File: config.mk
export PLATFORM = sky130hd
export DESIGN_NAME = spi_slave
export DESIGN_NICKNAME = d
export VERILOG_FILES = /design/src/rtl/spi_slave_pkg.sv /design/src/rtl/spi_rx_shifter.sv /design/src/rtl/spi_slave.sv
export SDC_FILE = /design/constraint.sdc
export NUM_CORES = 1
export LEC_CHECK = 0
export CAP_MARGIN = 25
export CORE_MARGIN = 2
export CORE_UTILIZATION = 49
export DETAILED_ROUTE_END_ITERATION = 7
export PLACE_DENSITY = 0.75
export SLEW_MARGIN = 20
export SYNTH_ARGS = -nofsm -noshare
export SYNTH_HDL_FRONTEND = slang
export SYNTH_SLANG_ARGS = --single-unit
File: constraint.sdc
create_clock -name clk -period 1.9 [get_ports clk]
set_input_delay 0.38 -clock clk [delete_from_list [all_inputs] [get_ports clk]]
set_output_delay 0.38 -clock clk [all_outputs]
set_load 0.01 [all_outputs]
File: src/rtl/spi_slave_pkg.sv
// Shared constants and types for the SPI slave front end: frame geometry,
// command codes, FSM state encoding and the MISO transmit phase.
package spi_slave_pkg;

  // Frame geometry.
  localparam int FRAME_W = 10;
  localparam int DATA_W  = 8;
  localparam int CNT_W   = 4;
  localparam int TX_CNT_W = 3;

  // Bit-counter landmarks, typed so comparisons stay width-exact.
  localparam logic [CNT_W-1:0]    CNT_LAST    = CNT_W'(FRAME_W - 1);
  localparam logic [CNT_W-1:0]    CNT_FULL    = CNT_W'(FRAME_W);
  localparam logic [TX_CNT_W-1:0] TX_CNT_LOAD = TX_CNT_W'(DATA_W - 1);

  // Command codes carried in rx_data[9:8]; decoded by the RAM, not here.
  localparam logic [1:0] CMD_WR_ADDR = 2'b00;
  localparam logic [1:0] CMD_WR_DATA = 2'b01;
  localparam logic [1:0] CMD_RD_ADDR = 2'b10;
  localparam logic [1:0] CMD_RD_DATA = 2'b11;

  // FSM state encoding.
  typedef logic [2:0] state_t;
  localparam state_t ST_IDLE      = 3'd0;
  localparam state_t ST_CHK_CMD   = 3'd1;
  localparam state_t ST_WRITE     = 3'd2;
  localparam state_t ST_READ_ADD  = 3'd3;
  localparam state_t ST_READ_DATA = 3'd4;

  // Progress of the read-data byte on MISO within one READ_DATA frame.
  typedef enum logic [1:0] {
    TX_WAIT,
    TX_SHIFT,
    TX_DONE
  } tx_phase_e;

  // Destination state chosen from the first frame bit. A leading 1 is a read;
  // whether it is the address or the data half depends on a pending address.
  function automatic state_t first_bit_state(input logic bit9, input logic seen);
    if (!bit9) begin
      return ST_WRITE;
    end else if (!seen) begin
      return ST_READ_ADD;
    end else begin
      return ST_READ_DATA;
    end
  endfunction

endpackage

File: src/rtl/spi_rx_shifter.sv
// 10-bit serial-in/parallel-out register. Counts received bits, latches the
// completed word into a holding register and pulses done for one cycle.
// Bits beyond the frame width are ignored until the shifter is cleared.
module spi_rx_shifter
  import spi_slave_pkg::*;
(
  input  logic               clk,
  input  logic               rst,
  input  logic               clr,
  input  logic               shift_en,
  input  logic               din,
  output logic [FRAME_W-1:0] word,
  output logic               done,
  output logic               last,
  output logic               full
);

  logic [FRAME_W-1:0] shreg;
  logic [CNT_W-1:0]   bit_cnt;

  // This edge samples the final bit of the frame.
  assign last = shift_en && !clr && (bit_cnt == CNT_LAST);
  // All frame bits have been received; later bits are dropped.
  assign full = (bit_cnt == CNT_FULL);

  // Shift MOSI in MSB first, count bits, publish the word on the last bit.
  // NOTE: sequential state uses non-blocking assignments so every register
  // updates from pre-edge values regardless of statement order.
  always_ff @(posedge clk or posedge rst) begin
    if (rst) begin
      shreg   <= '0;
      bit_cnt <= '0;
      word    <= '0;
      done    <= 1'b0;
    end else begin
      done <= 1'b0;
      if (clr) begin
        shreg   <= '0;
        bit_cnt <= '0;
      end else if (shift_en && !full) begin
        shreg   <= {shreg[FRAME_W-2:0], din};
        bit_cnt <= bit_cnt + 1'b1;
        if (last) begin
          word <= {shreg[FRAME_W-2:0], din};
          done <= 1'b1;
        end
      end
    end
  end

endmodule

File: src/rtl/spi_slave.sv
// SPI slave front end for the single-port RAM. Deframes 10-bit command/data
// words from MOSI and, for a read-data frame, returns the RAM byte on MISO.
// The SPI clock is the system clock; inputs are sampled on rising edges.
module spi_slave
  import spi_slave_pkg::*;
(
  input  logic               clk,
  input  logic               rst,
  input  logic               SS_n,
  input  logic               MOSI,
  output logic               MISO,
  output logic [FRAME_W-1:0] rx_data,
  output logic               rx_valid,
  input  logic [DATA_W-1:0]  tx_data,
  input  logic               tx_valid
);

  state_t                state;
  state_t                state_nxt;
  logic                  rd_addr_seen;
  tx_phase_e             tx_phase;
  logic [DATA_W-1:0]     tx_shreg;
  logic [TX_CNT_W-1:0]   tx_cnt;

  logic                  rx_clr;
  logic                  rx_shift_en;
  logic                  rx_last;
  logic                  rx_full;
  logic                  in_read_data;
  logic                  tx_finish;

  // The receive shifter restarts whenever the frame is not active.
  assign rx_clr      = SS_n || (state == ST_IDLE);
  assign rx_shift_en = (state != ST_IDLE);

  // Read-data frame still selected this cycle.
  assign in_read_data = (state == ST_READ_DATA) && !SS_n;
  // Edge after the last data bit was presented on MISO.
  assign tx_finish    = in_read_data && (tx_phase == TX_SHIFT) && (tx_cnt == '0);

  spi_rx_shifter u_rx (
    .clk      (clk),
    .rst      (rst),
    .clr      (rx_clr),
    .shift_en (rx_shift_en),
    .din      (MOSI),
    .word     (rx_data),
    .done     (rx_valid),
    .last     (rx_last),
    .full     (rx_full)
  );

  // Next-state logic: the first frame bit picks write, read-address or read-data.
  // NOTE: the default assignment up front keeps this block free of latches.
  always_comb begin
    state_nxt = state;
    case (state)
      ST_IDLE:      if (!SS_n) state_nxt = ST_CHK_CMD;
      ST_CHK_CMD:   state_nxt = SS_n ? ST_IDLE : first_bit_state(MOSI, rd_addr_seen);
      ST_WRITE,
      ST_READ_ADD,
      ST_READ_DATA: if (SS_n) state_nxt = ST_IDLE;
      default:      state_nxt = ST_IDLE;
    endcase
  end

  // State register.
  always_ff @(posedge clk or posedge rst) begin
    if (rst) begin
      state <= ST_IDLE;
    end else begin
      state <= state_nxt;
    end
  end

  // Pending read address: set by a completed READ_ADD frame, cleared once the
  // read byte has fully left on MISO. An aborted frame leaves it untouched.
  always_ff @(posedge clk or posedge rst) begin
    if (rst) begin
      rd_addr_seen <= 1'b0;
    end else if ((state == ST_READ_ADD) && rx_last) begin
      rd_addr_seen <= 1'b1;
    end else if (tx_finish) begin
      rd_addr_seen <= 1'b0;
    end
  end

  // MISO serialiser: wait for RAM data after the frame, send 8 bits MSB first,
  // then hold MISO low and ignore further tx_valid until the frame ends.
  always_ff @(posedge clk or posedge rst) begin
    if (rst) begin
      tx_phase <= TX_WAIT;
      tx_shreg <= '0;
      tx_cnt   <= '0;
      MISO     <= 1'b0;
    end else if (!in_read_data) begin
      tx_phase <= TX_WAIT;
      tx_cnt   <= '0;
      MISO     <= 1'b0;
    end else begin
      case (tx_phase)
        TX_WAIT: begin
          if (rx_full && tx_valid) begin
            MISO     <= tx_data[DATA_W-1];
            tx_shreg <= {tx_data[DATA_W-2:0], 1'b0};
            tx_cnt   <= TX_CNT_LOAD;
            tx_phase <= TX_SHIFT;
          end
        end
        TX_SHIFT: begin
          if (tx_cnt == '0) begin
            MISO     <= 1'b0;
            tx_phase <= TX_DONE;
          end else begin
            MISO     <= tx_shreg[DATA_W-1];
            tx_shreg <= {tx_shreg[DATA_W-2:0], 1'b0};
            tx_cnt   <= tx_cnt - 1'b1;
          end
        end
        default: begin
          MISO <= 1'b0;
        end
      endcase
    end
  end

endmodule

==> run_results.csv <==
group,metric,value,unit
pwr,seq_power_share,0.504,
global_route,grt_pass1_vias,1421,
detailed_routing,drtPass1Iterations,4,
clock_tree,root_buffer,"clkbuf_8",
sta,timing_hold_violations_final,0,
sta,setup_viol,0,
placement,gp_congestion,0.767,
clock_tree,tritoncts,"built",
synthesis,seq_area_frac_synth,0.536,
placement,post-place-ws,-375,ps
die,dieArea,4420,um^2
setup_path,critical-path-top-delay-family,"compound AO/OA/AOI/OAI gates",
sta,period_share,0.962,
pwr,powerDensity,730,nW/um^2
setup_path,path_buf_inv,2,
sta,fin_skew,7.44,ps
pwr,switching_share,0.218,
detailed_routing,drtIter0Drc,140,
layout,diodes,0,
layout,drive_above_1_share,0.265,
setup_path,critical-path-max-stage-delay,400,ps
sta,min_period,1830,ps
pwr,totalPowerFinal,1.79,mW
setup_path,cp_slowest_cell,"a2111oi_4",
pwr,p_int,1.40,mW
die,die_h,66.5,um
layout,final_core_util,0.659,
sta,timing.fmax,547,MHz
detailed_routing,wl_per_cell,14.1,um
sta,tns,0,ps
setup_path,cp.required,2080,ps
setup_path,worstSetupStartpoint,"u_rx.bit_cnt[0]$_DFFE_PP0P_",
layout,multi_input_area,821,um^2
synthesis,netlist_top_cells_area,"dfrtp_1, mux2_2, nand2_1",
detailed_routing,ant_nets,0,
global_route,grt_max_degree,42,
sta,worst_slack,72.0,ps
setup_path,crit_chain,"inv_2, ha_2, nand4b_1, a2111oi_4, buf_6, mux2_2",
setup_path,r2r_start,"u_rx.bit_cnt[0]$_DFFE_PP0P_",
setup_path,crit_type,"reg -> reg",
layout,nets,228,
synthesis,syn_nets,186,
layout,seq_area,1030,um^2
die,start_util,0.515,
synthesis,synth_top_area_frac,0.536,
detailed_routing,wl,3660,um
placement,dpl_cell_area,2310,um^2
global_route,grt_overflow,0,
synthesis,ys_ff_latch,41,
synthesis,ys_types,38,
clock_tree,clk_pin_slew_worst_paths,80,ps
sta,slew_viol_final,0,
setup_path,end_kind,"register",
synthesis,postSynthCellCount,168,
run_status,status,"finished clean",
run,cap_violations,0,
layout,area_growth_syn_to_layout,28.1,%
detailed_routing,drc_errors,0,
global_route,grt_usage,0.188,
min_path,hold_path.class,"in -> async",
synthesis,yosysTopAreaCell,"dfrtp_1",
pwr,power.share.combinational,0.090,
die,core_area,3720,um^2
sta,worst_pin_slew,518,ps
synthesis,synth_warnings,0,
die,die_x,66.5,um
clock_tree,htreeDepth,2,
setup_path,critPathMaxFanout,7,
synthesis,syn-cell-area,1910,um^2
clock_tree,cts_buffers,5,
clock_tree,clock-sinks,41,
clock_tree,clkLatencyLatePin,300,ps
die,top_level_ports,25,
setup_path,crit_arrival,2010,ps
pwr,ir_worst_vdd,0.417,mV
sta,rsz0062_at_grt,"true",
layout,stdcell_area,2450,um^2
layout,fill_cells,314,
pwr,switchingPower,390,uW
detailed_routing,vias_per_cell,5.41,
clock_tree,clock_path_buffers,2,
placement,hpwl,2510,um
detailed_routing,via_count,1401,
placement,io_buffers,24,
global_route,grt_antenna_before_repair,0,
pwr,leakagePower,1.08,nW
global_route,grt_first_pass_wirelength,6200,um
synthesis,syn_avg_cell_area,11.4,um^2
pwr,power_frac_clock,0.406,
sta,relSlewSlack,0.655,
die,row_count,22,
setup_path,cp-start-kind,"register",
-- placed cells by master, fill, tap and decap left out, types with 4 or more instances in the layout --
master            n
nor2_1            4
nand2_1          22
mux2_2           22
a211oi_1          5
clkbuf_8          6
inv_1            11
dfrtp_1          41
buf_4            17
ha_1              4
a21oi_1          14
clkdlybuf4s50_1  23
-- final timing paths --
| path | end | slack (ps) | cells past startpoint |
|---|---|---|---|
| setup / recovery | tx_shreg[7]$_DFFE_PP0P_ | 70 | 6 |
| hold / removal | u_rx.bit_cnt[0]$_DFFE_PP0P_ | 510 | 3 |
| setup reg to reg | tx_shreg[7]$_DFFE_PP0P_ | 70 | 6 |
| hold reg to reg | tx_shreg[6]$_DFFE_PP0P_ | 510 | 1 |
| max in group asynchronous | u_rx.bit_cnt[2]$_DFFE_PP0P_ | 1030 | 3 |
| min in group clk | tx_shreg[6]$_DFFE_PP0P_ | 510 | 1 |
-- tightest hold or removal path: cells and delay by family --
| family | cells | cell delay [ps] |
|---|---|---|
| buffers and inverters | 3 | 880 |
-- layer usage --
metal	track usage	part of all wire	vias up	routed length, um
met3	0.0405	0.047	6	172
met2	0.308	0.49	35	1810
met5	0	0	-	0
met4	0.112	0.016	0	58
li1	-	-	679	-
met1	0.228	0.44	681	1620
-- per-stage QoR --
| step | instances | hold WS [ps] |
|---|---|---|
| after floorplan | 168 | 447 |
| after global placement | 249 | 487 |
| after detailed placement | 249 | 493 |
| after CTS | 257 | 511 |
| after global routing | 259 | 528 |
| final | 259 | 507 |
-- area by class of cell --
class                           instances  area share
Multi-Input combinational cell        108       0.335
Inverter                               12      0.0184
Clock inverter                          2      0.0153
Tap cell                               48      0.0245
Timing Repair Buffer                   42       0.154
Clock buffer                            6      0.0337
Sequential cell                        41       0.419
-- synthesized netlist by cell type, drive strengths merged --
cell type	instances
dfrtp	41
mux2	22
nand2	22
a21oi	14
inv	12
clkbuf	6
a211oi	5
ha	5
nor2	4
a2111oi	3
nand3b	3
nor3	3
and3b	2
nand2b	2
nor4	2
a31oi	1
a41o	1
and4	1
and4b	1
buf	1
mux2i	1
nand3	1
nand4	1
nand4b	1
nor2b	1
o2111ai	1
o211ai	1
o21ai	1
o31ai	1
o32ai	1
o41ai	1
or2	1
or3	1
or3b	1
or4b	1
xnor2	1
xor2	1
-- power by group through the flow --
stage,Sequential [mW],Combinational [mW],Clock (mW)
global route,0.904,0.180,0.781
global placement,0.916,0.145,0
CTS,0.900,0.154,0.743
floorplan,0.923,0.0680,0
detailed placement,0.917,0.151,0
finish,0.901,0.161,0.726
-- cells by family after synthesis --
kind of cell    after synthesis  share of synthesized area
compound gates               30                      0.113
flops                        41                      0.536
buf+inv                      19                     0.0412
fa+ha+maj                     5                     0.0327
mux                          23                      0.135
xor+xnor                      2                    0.00916
simple gates                 48                      0.133
-- state kept, by name, summed over array words and instances, names as in the netlist --
register / cells
u_rx.word: 10
rd_addr_seen: 1
tx_cnt: 3
state: 3
tx_shreg: 7
u_rx.bit_cnt: 4
u_rx.done: 1
tx_phase: 2
MISO: 1
u_rx.shreg: 9
-- repair_timing --
item / CTS / global route
hold buffers: 0 / 0
resized for setup: 2 / 3
setup endpoints to repair: 6 / 6
hold endpoints to repair: 0 / 0
setup buffers: 0 / 2
pin swaps: 2 / 1
Note: power is estimated with default switching activity, not from simulation.
